`src/rtl/mem_access_unit.sv`:
```
// mem_access_unit: byte/half/word load-store unit with read-modify-write sub-word stores; define MAU_ALIGN_CHECK_EN to reject misaligned half/word accesses
`ifndef ADDR_BYTES
`define ADDR_BYTES 10
`endif
module mem_access_unit #(
  parameter int ADDR_BYTES = `ADDR_BYTES
) (
  input  logic                  clk,
  input  logic                  rst,
  input  logic                  req_valid,
  output logic                  req_ready,
  input  logic                  req_we,
  input  logic [1:0]            req_size,
  input  logic                  req_signed,
  input  logic [31:0]           req_addr,
  input  logic [31:0]           req_wdata,
  output logic                  resp_valid,
  output logic [31:0]           resp_rdata,
  output logic                  resp_err,
  output logic                  mem_wena,
  output logic                  mem_rena,
  output logic [ADDR_BYTES-1:0] mem_addr,
  output logic [31:0]           mem_wdata,
  input  logic [31:0]           mem_rdata
);
  typedef enum logic [2:0] {IDLE, RD, WR, RMW_RD, RESP} state_t;
  state_t state, state_nx;
  logic r_we, r_signed;
  logic [1:0] r_size;
  logic [ADDR_BYTES+1:0] r_addr;
  logic [31:0] r_wdata, r_rdata, ld_data, st_data;
  logic [7:0] ld_b;
  logic [15:0] ld_h;
  logic req_bad, unused_addr_hi;
  assign unused_addr_hi = ^req_addr[31:ADDR_BYTES+2];
`ifdef MAU_ALIGN_CHECK_EN
  assign req_bad = req_size == 2'b11 || (req_size == 2'b01 && req_addr[0]) || (req_size == 2'b10 && req_addr[1:0] != 2'b00);
`else
  assign req_bad = req_size == 2'b11;
`endif
  // state register; reset aborts any in-flight request
  always_ff @(posedge clk or negedge rst)
    if (!rst) state <= IDLE;
    else state <= state_nx;
  // next state and memory/handshake outputs decoded from state
  always_comb begin
    state_nx = state;
    case (state)
      IDLE:    if (req_valid) state_nx = req_bad ? RESP : !req_we ? RD : req_size == 2'b10 ? WR : RMW_RD;
      RD:      state_nx = RESP;
      RMW_RD:  state_nx = WR;
      WR:      state_nx = RESP;
      default: state_nx = IDLE;
    endcase
    req_ready = state == IDLE;
    resp_valid = state == RESP;
    mem_rena = state == RD || state == RMW_RD;
    mem_wena = state == WR && r_we;
    mem_addr = state == IDLE ? '0 : r_addr[ADDR_BYTES+1:2];
    mem_wdata = state == WR ? st_data : '0;
  end
  // load lane extraction with extension, and store lane merge into the read word
  always_comb begin
    ld_b = mem_rdata[{r_addr[1:0], 3'b000} +: 8];
    ld_h = mem_rdata[{r_addr[1], 4'b0000} +: 16];
    ld_data = r_size == 2'b00 ? {{24{r_signed & ld_b[7]}}, ld_b} :
              r_size == 2'b01 ? {{16{r_signed & ld_h[15]}}, ld_h} : mem_rdata;
    st_data = r_size == 2'b10 ? r_wdata : r_rdata;
    if (r_size == 2'b00) st_data[{r_addr[1:0], 3'b000} +: 8] = r_wdata[7:0];
    if (r_size == 2'b01) st_data[{r_addr[1], 4'b0000} +: 16] = r_wdata[15:0];
  end
  // request capture, read-modify-write capture and response registers
  always_ff @(posedge clk or negedge rst)
    if (!rst) begin
      r_we <= 1'b0;
      r_size <= 2'b00;
      r_signed <= 1'b0;
      r_addr <= '0;
      r_wdata <= '0;
      r_rdata <= '0;
      resp_rdata <= '0;
      resp_err <= 1'b0;
    end else begin
      if (state == IDLE && req_valid) begin
        r_we <= req_we;
        r_size <= req_size;
        r_signed <= req_signed;
        r_addr <= req_addr[ADDR_BYTES+1:0];
        r_wdata <= req_wdata;
        if (req_bad) begin
          resp_rdata <= '0;
          resp_err <= 1'b1;
        end
      end
      if (state == RD) begin
        resp_rdata <= ld_data;
        resp_err <= 1'b0;
      end
      if (state == RMW_RD) r_rdata <= mem_rdata;
      if (state == WR) begin
        resp_rdata <= '0;
        resp_err <= 1'b0;
      end
    end
endmodule

```
`config.mk`:
```
export PLATFORM = sky130hd
export DESIGN_NAME = mem_access_unit
export DESIGN_NICKNAME = d
export VERILOG_FILES = /design/src/rtl/mem_access_unit.sv
export SDC_FILE = /design/constraint.sdc
export NUM_CORES = 1
export LEC_CHECK = 0
export CAP_MARGIN = 20
export CORE_UTILIZATION = 25
export DETAILED_ROUTE_END_ITERATION = 8
export PLACE_DENSITY_LB_ADDON = 0.12
export SYNTH_ARGS = -nofsm -noshare
export SYNTH_HDL_FRONTEND = slang
export SYNTH_SLANG_ARGS = --single-unit
```
`constraint.sdc`:
```
create_clock -name clk -period 3.6 [get_ports clk]
set_input_delay 0.9 -clock clk [delete_from_list [all_inputs] [get_ports clk]]
set_output_delay 0.9 -clock clk [all_outputs]
set_load 0.02 [all_outputs]
```
==> run summary, run 1 <==
Status = complete, no violations
Fmax = 0.287 GHz
DIE HEIGHT = 160 um
Top post-synthesis cells by area = dfrtp_1 (46%), mux2_2 (11%), o21ai_0 (5.8%)
Global route total overflow = 0
Net Count, Synth = 672
N_diodes = 0
Setup CP Type = flip-flop to output port
Sw Ratio = 37.7%
Antenna-violating nets left = 0
Filler instances = 2392
Detailed-router iteration count before antenna repair = 7
Clock share of power = 23.0%
Post-Syn Area per Cell = 11.1 um2
Area of the multi-input gates = 3070 um2
Die footprint = 25700 um2
GP Congestion = 0.838
EDFF count, synth = 0
Most frequent cell after synthesis = dfrtp_1
Worst-Margin Slew = 0.964 ns
Number of buffers added on ports = 161
Reg power frac = 34.2%
Vias per inst = 5.05
Synth-to-Final Area Change = 40.8%
Pwr dens = 817 nW/um2
Mapped Area = 6260 um2
CTS max path bufs = 2
Clock sink total = 116
Non-Filler Instances = 1057
Pin count of the biggest net entering global routing = 48
Sequential area share after synthesis = 46.4%
Yosys reg bits = 116
Core region area = 24500 um2
Synth Warn # = 0
Post-Route WL = 22200 um
Startpoint Class = flip-flop
Worst rel slew slack = 35.7%
Reg clk slew, reported paths = 0.05 ns
DP HPWL = 16500 um
Psw = 0.00271 W
Row cnt = 57
Final setup vio count = 0
Synth cell count leaders = dfrtp_1 (116), o21ai_0 (73), mux2_2 (61)
Cell taking the most area after synthesis = dfrtp_1
Die W = 160 um
Via count = 5339
Setup TNS = 0 ns
Fin. Hold Viols = 0
Cells after Synth = 564
CP required = 2.70 ns
CTS tree = built
Internal power = 0.00449 W
Wire length per cell = 21.0 um
Nets@finish = 831
Critical Path Fanout Max = 17
CP arrival = 2.58 ns
Slew Limit Fails = 0
Register Area = 2900 um2
Drt drc = 0
Starting Density = 25.6%
Clock Latency Late Sink = 0.41 ns
Initial antenna violation count = 0
Share of layout cells above drive strength 1 = 20.3%
Fraction of registers with async set/reset = 100%
Iter 0 DRT Violations = 332
GRT Overall Usage = 17.7%
Global-route wire length before repair = 34100 um
Standby leakage power = 3.64 nW
Peak supply drop = 345 uV
H-tree Lvls = 4
Inst Count DP = 1026
Combinational group share of total power = 42.8%
CTS buffer count = 17
# IOs = 182
Worst Hold Class = primary input to async pin
Clock skew = 0.00679 ns
Prevailing post-synth register cell = dfrtp_1
Tcrit/Tclk final = 96.8%
Crit. End Element = output port
Max-cap violations = 0
Fin crit period = 3.48 ns
Clock Tree Root = clkbuf_16
Synth cell types = 53
Synth top area share = 46.4%
Vias in the first global route = 5492
[logic make-up (layout without fill, tap and decap cells)]
group | Yosys count | in the layout | share of synthesized area, %
AND/OR/NAND/NOR | 98 | 98 | 9.14
flip-flops | 116 | 116 | 46.4
adder cells (fa/ha/maj) | 5 | 5 | 1.00
multiplexers | 101 | 101 | 19.2
buffers and inverters | 58 | 227 | 4.90
AO/OA/AOI/OAI | 186 | 186 | 19.4
[power groups by stage]
stage	clock (W)	combinational, W	sequential [W]
2_1_floorplan	0	0.00180	0.00243
3_3_place_gp	0	0.00303	0.00246
6_report	0.00165	0.00308	0.00247
3_5_place_dp	0	0.00308	0.00246
5_1_grt	0.00175	0.00333	0.00254
4_1_cts	0.00170	0.00309	0.00246
[area by class of cell]
type,count,share of cell area (%)
well taps,324,4.60
inverters,12,0.540
multi-input cells,390,34.9
flip-flops and latches,116,33.0
clock buffers,25,5.62
clock inverters,4,0.824
repair buffers,186,20.6
[state kept, by name (all words and copies together), names as in the netlist]
register / cells
state: 3
r_addr: 12
r_size: 2
resp_err: 1
resp_rdata: 32
r_we: 1
r_rdata: 32
r_signed: 1
r_wdata: 32
[critical path: stages (launching register included)]
cell and delay [ns]:
dfrtp_1 0.51, buf_4 0.26, nor3b_2 0.18, buf_4 0.23, nand3_1 0.12, a31oi_1 0.22
clkdlybuf4s50_1 0.65
[metrics by stage]
| step | hold slack (ns) | worst slack (ns) | power [W] | util [%] | area (um2) |
|---|---|---|---|---|---|
| final | 0.497 | 0.117 | 0.00720 | 36.0 | 8810 |
| after global routing | 0.516 | -0.00501 | 0.00761 | 36.0 | 8810 |
| after CTS | 0.502 | 0.0290 | 0.00725 | 36.0 | 8790 |
| after detailed placement | 0.490 | 0.297 | 0.00554 | 33.6 | 8220 |
| after global placement | 0.482 | 0.320 | 0.00549 | 33.6 | 8220 |
| after floorplan | 0.471 | 0.510 | 0.00423 | - | 6260 |
[per-layer routing]
metal / part of all wire, % / track usage (%) / vias to the layer above / wire [um]
li1: - / - / 2441 / -
met1: 47 / 24.9 / 2672 / 10500
met2: 45 / 26.6 / 204 / 9980
met3: 6.3 / 4.34 / 22 / 1410
met4: 1.7 / 5.71 / 0 / 377
met5: 0 / 0 / - / 0
[final timing paths]
kind / start / end / slack, ns / depth (start not counted)
worst max-delay path: r_size[0] / mem_wdata[12] / 0.12 / 6
worst min-delay path: rst / r_addr[9] / 0.50 / 1
worst max register to register: state[0] / r_wdata[5] / 1.40 / 5
worst min register to register: r_addr[11] / r_addr[11] / 0.50 / 1
max in group asynchronous: rst / r_rdata[17] / 2.29 / 2
min in group clk: r_addr[11] / r_addr[11] / 0.50 / 1
[cells in the final DEF (no fill, tap or decap), types with 7 or more instances in the layout]
cell               n
clkbuf_16         17
a22oi_1           16
dfrtp_1          115
o32ai_1            7
dlygate4sd2_1     16
mux2_4            20
a22o_1             8
a31oi_1           16
o21ai_0           73
a211oi_1           8
nand2_1           18
o211ai_1          24
o21a_1             7
mux2i_1           19
buf_4             24
nor2_1            15
clkdlybuf4s50_1  140
inv_1              9
nor2b_1           11
a21oi_1            8
nor4b_1            7
and2_1             8
nand3_1           17
o41ai_1            8
mux2_2            61
[repair_timing]
item / 4_1_cts / 5_1_grt
gates resized for setup: 20 / 7
hold buffers: 0 / 0
setup buffers: 2 / 0
setup endpoints to repair: 25 / 11
(Power assumes the default switching activity.)
==> inputs of run 2 (changes only) <==
- MAX_ROUTING_LAYER: not set -> met4
==> run 2 against run 1 <==
Compared with the run above: clock skew rose by 0.0028 ns; clock-buffer cell count fell by 5; sequential share of layout area hardly changed; combinational power about the same; largest power group unchanged.
==> run summary, run 2 (synthesis gave the netlist of run 1 again) <==
Status = complete, no violations (unchanged)
Global-route wire length before repair = 34200 um (was 34100 um)
RSZ-0062 raised after global routing = no
DIE HEIGHT = 160 um (unchanged)
Clock Latency Late Sink = 0.42 ns (was 0.41 ns)
Worst-Margin Slew = 1.00 ns (was 0.964 ns)
Hold_sp = r_we
Register Area = 2900 um2 (unchanged)
Hold endpoint = r_we
Setup TNS = 0 ns (unchanged)
GP Congestion = 0.857 (was 0.838)
Filler instances = 2402 (was 2392)
Critical Path Fanout Max = 33 (was 17)
Tcrit/Tclk final = 97.6% (was 96.8%)
GRT Overall Usage = 18.3% (was 17.7%)
Clock Tree Root = clkbuf_16 (unchanged)
Psw = 0.00276 W (was 0.00271 W)
Fin crit period = 3.52 ns (was 3.48 ns)
# IOs = 182 (unchanged)
Post-Route WL = 22500 um (was 22200 um)
Initial antenna violation count = 0 (unchanged)
Fin worst setup slack = 0.0846 ns (was 0.117 ns)
Via count = 5364 (was 5339)
Internal power = 0.00440 W (was 0.00449 W)
N_diodes = 0 (unchanged)
Core Util, Final = 36.0% (about the same)
CTS max path bufs = 2 (unchanged)
Share of layout cells above drive strength 1 = 20.8% (was 20.3%)
Iter 0 DRT Violations = 340 (was 332)
Nets@finish = 831 (unchanged)
Place WS = 0.255 ns (was 0.297 ns)
Clock sink total = 116 (unchanged)
Synth-to-Final Area Change = 40.9% (was 40.8%)
Clock skew = 0.00955 ns (was 0.00679 ns)
Setup CP Type = flip-flop to output port (unchanged)
Finished Cell Area = 8820 um2 (was 8810 um2)
Worst Reg-to-Reg Cells = 5 (unchanged)
Crit. End Element = output port (unchanged)
R2R Setup Slk = 1.29 ns (was 1.40 ns)
Placed cell area = 8220 um2 (unchanged)
Pwr dens = 812 nW/um2 (was 817 nW/um2)
CP required = 2.70 ns (about the same)
Area of the multi-input gates = 3070 um2 (about the same)
H-tree Lvls = 4 (unchanged)
Vias in the first global route = 5512 (was 5492)
Reg power frac = 34.5% (was 34.2%)
Slew Limit Fails = 0 (unchanged)
Die W = 160 um (unchanged)
Final setup vio count = 0 (unchanged)
Vias per inst = 5.07 (was 5.05)
Starting Density = 25.6% (unchanged)
Highest-count cells in the layout ignoring fill and taps = clkdlybuf4s50_1 (139), dfrtp_1 (115), o21ai_0 (73), mux2_2 (61), o211ai_1 (24) (was clkdlybuf4s50_1 (140), dfrtp_1 (115), o21ai_0 (73), mux2_2 (61))
Most common cell after layout, fill and taps aside = clkdlybuf4s50_1 (unchanged)
Drt drc = 0 (unchanged)
Core region area = 24500 um2 (unchanged)
Sw Ratio = 38.5% (was 37.7%)
CTS tree = built (unchanged)
Reg2reg end = r_wdata[2] (was r_wdata[5])
Global route total overflow = 0 (unchanged)
Biggest regs = r_rdata x32, r_wdata x32, resp_rdata x32 (unchanged)
Antenna-violating nets left = 0 (unchanged)
Fin. Hold Viols = 0 (unchanged)
Number of buffers added on ports = 161 (unchanged)
Standby leakage power = 3.72 nW (was 3.64 nW)
Max-cap violations = 0 (unchanged)
Peak supply drop = 296 uV (was 345 uV)
Worst Hold Class = flip-flop to flip-flop (was primary input to async pin)
Wire length per cell = 21.3 um (was 21.0 um)
Fmax = 0.284 GHz (was 0.287 GHz)
Combinational group share of total power = 43.2% (was 42.8%)
Row cnt = 57 (unchanged)
CP arrival = 2.62 ns (was 2.58 ns)
FF-to-FF Start = state[1] (was state[0])
Clock share of power = 22.3% (was 23.0%)
Pin count of the biggest net entering global routing = 48 (unchanged)
DP HPWL = 16400 um (was 16500 um)
Worst rel slew slack = 33.0% (was 35.7%)
Cell depth of the worst hold path = 1
Startpoint Class = flip-flop (unchanged)
CTS buffer count = 17 (unchanged)
Die footprint = 25700 um2 (unchanged)
Detailed-router iteration count before antenna repair = 5 (was 7)
CTS Hold Bufs = 0 (unchanged)
Reg clk slew, reported paths = 0.05 ns (about the same)
-- run 2: cell count changes in the layout (fill, tap and decap cells not counted), sizes merged, moves of 5 or more --
cell | previous run | this run
clkinv | 3 | 9
dlygate4sd2 | 16 | 11
dlymetal6s2s | 4 | 10
clkbuf | 25 | 20
-- run 2: layer usage --
metal | GRT usage, % | wire length (um)
met5 | - | 0
met1 | 25.6 | 11000
met4 | 5.28 | 335
met2 | 26.2 | 9920
met3 | 3.92 | 1280
-- run 2: power groups by stage --
stage	clock [W]	sequential, W	combinational [W]
finish	0.00160	0.00247	0.00309
global route	0.00169	0.00254	0.00333
CTS	0.00165	0.00245	0.00309
detailed placement	0	0.00246	0.00307
global placement	0	0.00246	0.00303
floorplan	0	0.00243	0.00180
-- run 2: what timing repair did --
action,4_1_cts,5_1_grt
setup endpoints to repair,24,21
pin swaps,0,0
setup buffers,2,0
resized for setup,13,15
endpoints found under the hold margin,0,0
-- run 2: how the worst max path moves through the flow --
stage,startpoint,endpoint,slack (ns),cells past startpoint
2_1_floorplan,r_addr[1],mem_wdata[24],0.51,6
3_3_place_gp,r_addr[1],mem_wdata[16],0.31,6
3_5_place_dp,r_addr[1],mem_wdata[16],0.26,6
4_1_cts,r_addr[1],mem_wdata[31],-0.07,7
5_1_grt,r_addr[1],mem_wdata[4],0.0003,7
6_report,r_addr[1],mem_wdata[3],0.08,5
-- run 2: area by class of cell --
cell class                      count  area share [%]
Multi-Input combinational cell    390            34.8
Sequential cell                   116            32.9
Timing Repair Buffer              186            20.8
Clock buffer                       20            5.29
Tap cell                          324            4.60
Clock inverter                     10           0.951
Inverter                           12           0.539
-- run 2: per-stage QoR --
step                      hold WS [ns]  total power, W  instances
final                            0.493         0.00716       1058
after global routing             0.508         0.00757       1058
after CTS                        0.500         0.00719       1058
after detailed placement         0.488         0.00553       1026
after global placement           0.482         0.00548       1026
after floorplan                  0.471         0.00423        564
-- run 2: critical path, stage by stage (launching register included) --
cell and delay, ns:
dfrtp_1 0.42, buf_6 0.21, or3b_1 0.54, o211a_2 0.26, a22o_1 0.22, clkdlybuf4s50_1 0.54
==> inputs of run 3 (changes only) <==
- CORE_MARGIN: not set -> 8
==> run 3 against run 2 <==
Compared with the run above: global-route usage fell by 2.6 points; sequential power hardly changed; non-clock buffer count did not move; core utilization fell by 0.55 points; cell count increased by 0.76%; clock-buffer cell count rose by 1; combinational power barely moved; largest cell class unchanged; largest power group unchanged.
==> run summary, run 3 (synthesis gave the netlist of run 1 again) <==
Status = complete, no violations (unchanged)
Wire length per cell = 22.1 um (was 21.3 um)
CTS max path bufs = 2 (unchanged)
Clock skew = 0.0104 ns (was 0.00955 ns)
Worst rel slew slack = 32.7% (was 33.0%)
DP HPWL = 17400 um (was 16400 um)
Startpoint Class = flip-flop (unchanged)
Max-cap violations = 0 (unchanged)
Tcrit/Tclk final = 96.2% (was 97.6%)
GR Util met2 = 22.8% (was 26.2%)
Clock sink total = 116 (unchanged)
CTS buffer count = 17 (unchanged)
Critical Path Fanout Max = 8 (was 33)
Drt drc = 0 (unchanged)
Total power = 0.00719 W (was 0.00716 W)
RSZ-0062 raised after global routing = no (unchanged)
Fin crit period = 3.46 ns (was 3.52 ns)
Number of buffers added on ports = 161 (unchanged)
Die W = 174 um (was 160 um)
Register Area = 2900 um2 (unchanged)
CTS Hold Bufs = 0 (unchanged)
Filler instances = 2477 (was 2402)
Starting Density = 25.1% (was 25.6%)
CTS tree = built (unchanged)
Crit. End Element = output port (unchanged)
Reg clk slew, reported paths = 0.05 ns (about the same)
Worst Reg-to-Reg Cells = 5 (unchanged)
DIE HEIGHT = 174 um (was 160 um)
Clock Latency Late Sink = 0.42 ns (about the same)
Fin. Hold Viols = 0 (unchanged)
Clock Tree Root = clkbuf_16 (unchanged)
Peak supply drop = 317 uV (was 296 uV)
Nets@finish = 831 (unchanged)
Setup TNS = 0 ns (unchanged)
Vias in the first global route = 5702 (was 5512)
Met3 usage = 4.17% (was 3.92%)
Synth-to-Final Area Change = 41.2% (was 40.9%)
Core Util, Final = 35.5% (was 36.0%)
Iter 0 DRT Violations = 304 (was 340)
GP Congestion = 0.827 (was 0.857)
Share of layout cells above drive strength 1 = 20.7% (was 20.8%)
Post-Route WL = 23600 um (was 22500 um)
Global-route wire length before repair = 35500 um (was 34200 um)
Initial antenna violation count = 1 (was 0)
Antenna-violating nets left = 0 (unchanged)
Highest-count cells in the layout ignoring fill and taps = clkdlybuf4s50_1 (135), dfrtp_1 (115), o21ai_0 (73), mux2_2 (61), o211ai_1 (24) (was clkdlybuf4s50_1 (139), dfrtp_1 (115), o21ai_0 (73), mux2_2 (61), o211ai_1 (24))
# IOs = 182 (unchanged)
Final setup vio count = 0 (unchanged)
Standby leakage power = 3.74 nW (was 3.72 nW)
Fmax = 0.289 GHz (was 0.284 GHz)
Row cnt = 58 (was 57)
Final hold slack = 0.480 ns (was 0.493 ns)
GR peak layer = met2 (unchanged)
GRT Overall Usage = 15.7% (was 18.3%)
Grt met1 use = 21.1% (was 25.6%)
Vias per inst = 5.00 (was 5.07)
Pin count of the biggest net entering global routing = 59 (was 48)
Inst Count DP = 1033 (was 1026)
Global route total overflow = 0 (unchanged)
Most common cell after layout, fill and taps aside = clkdlybuf4s50_1 (unchanged)
Detailed-router iteration count before antenna repair = 5 (unchanged)
Core region area = 24900 um2 (was 24500 um2)
Worst-Margin Slew = 1.01 ns (was 1.00 ns)
Worst Hold Class = primary input to async pin (was flip-flop to flip-flop)
CP arrival = 2.56 ns (was 2.62 ns)
Setup CP Type = flip-flop to output port (unchanged)
Slew Limit Fails = 0 (unchanged)
CP required = 2.70 ns (about the same)
Pwr dens = 815 nW/um2 (was 812 nW/um2)
Area of the multi-input gates = 3070 um2 (about the same)
H-tree Lvls = 4 (unchanged)
Die footprint = 30300 um2 (was 25700 um2)
Non-Filler Instances = 1066 (was 1058)
Via count = 5333 (was 5364)
Biggest regs = r_rdata x32, r_wdata x32, resp_rdata x32 (unchanged)
-- run 3: worst paths after layout --
kind	startpoint	end	slack, ns
setup reg to reg	state[0]	r_wdata[2]	1.50
hold reg to reg	r_we	r_we	0.49
min in group clk	r_we	r_we	0.49
max in group asynchronous	rst	r_wdata[15]	2.40
hold / removal	rst	r_addr[8]	0.48
setup / recovery	r_addr[1]	mem_wdata[15]	0.14
-- run 3: critical path: stages, from the launching register on --
cell,delay (ns)
dfrtp_1,0.44
inv_2,0.08
ha_1,0.33
and3b_2,0.32
nand3_1,0.10
a31oi_1,0.22
clkdlybuf4s50_1,0.65
-- run 3: through the flow --
stage / instance area, um2 / setup WS (ns)
after global placement: 8220 / 0.290
after global routing: 8830 / 0.0195
after detailed placement: 8220 / 0.232
final: 8830 / 0.138
after CTS: 8800 / 0.0165
after floorplan: 6260 / 0.510
-- run 3: timing repair --
item,4_1_cts,5_1_grt
setup buffers,1,0
endpoints found under the setup margin,32,10
resized for setup,21,12
gates cloned,0,0
-- run 3: layout make-up --
type / count / share of cell area (%)
clock inverters: 10 / 1.23
flip-flops and latches: 116 / 32.9
repair buffers: 186 / 20.8
clock buffers: 21 / 5.10
well taps: 330 / 4.67
multi-input cells: 390 / 34.8
diodes: 1 / 0.0283
inverters: 12 / 0.510
-- run 3: metal layers --
metal	share of wire, %	vias to the layer above
li1	-	2441
met1	47	2659
met2	44	205
met3	6.5	28
met4	1.9	0
met5	0	-
-- run 3: report_power, final --
| group | internal [W] | switching [W] |
|---|---|---|
| registers | 0.00191 | 0.000544 |
| clock network | 0.00103 | 0.000598 |
| logic | 0.00150 | 0.00162 |
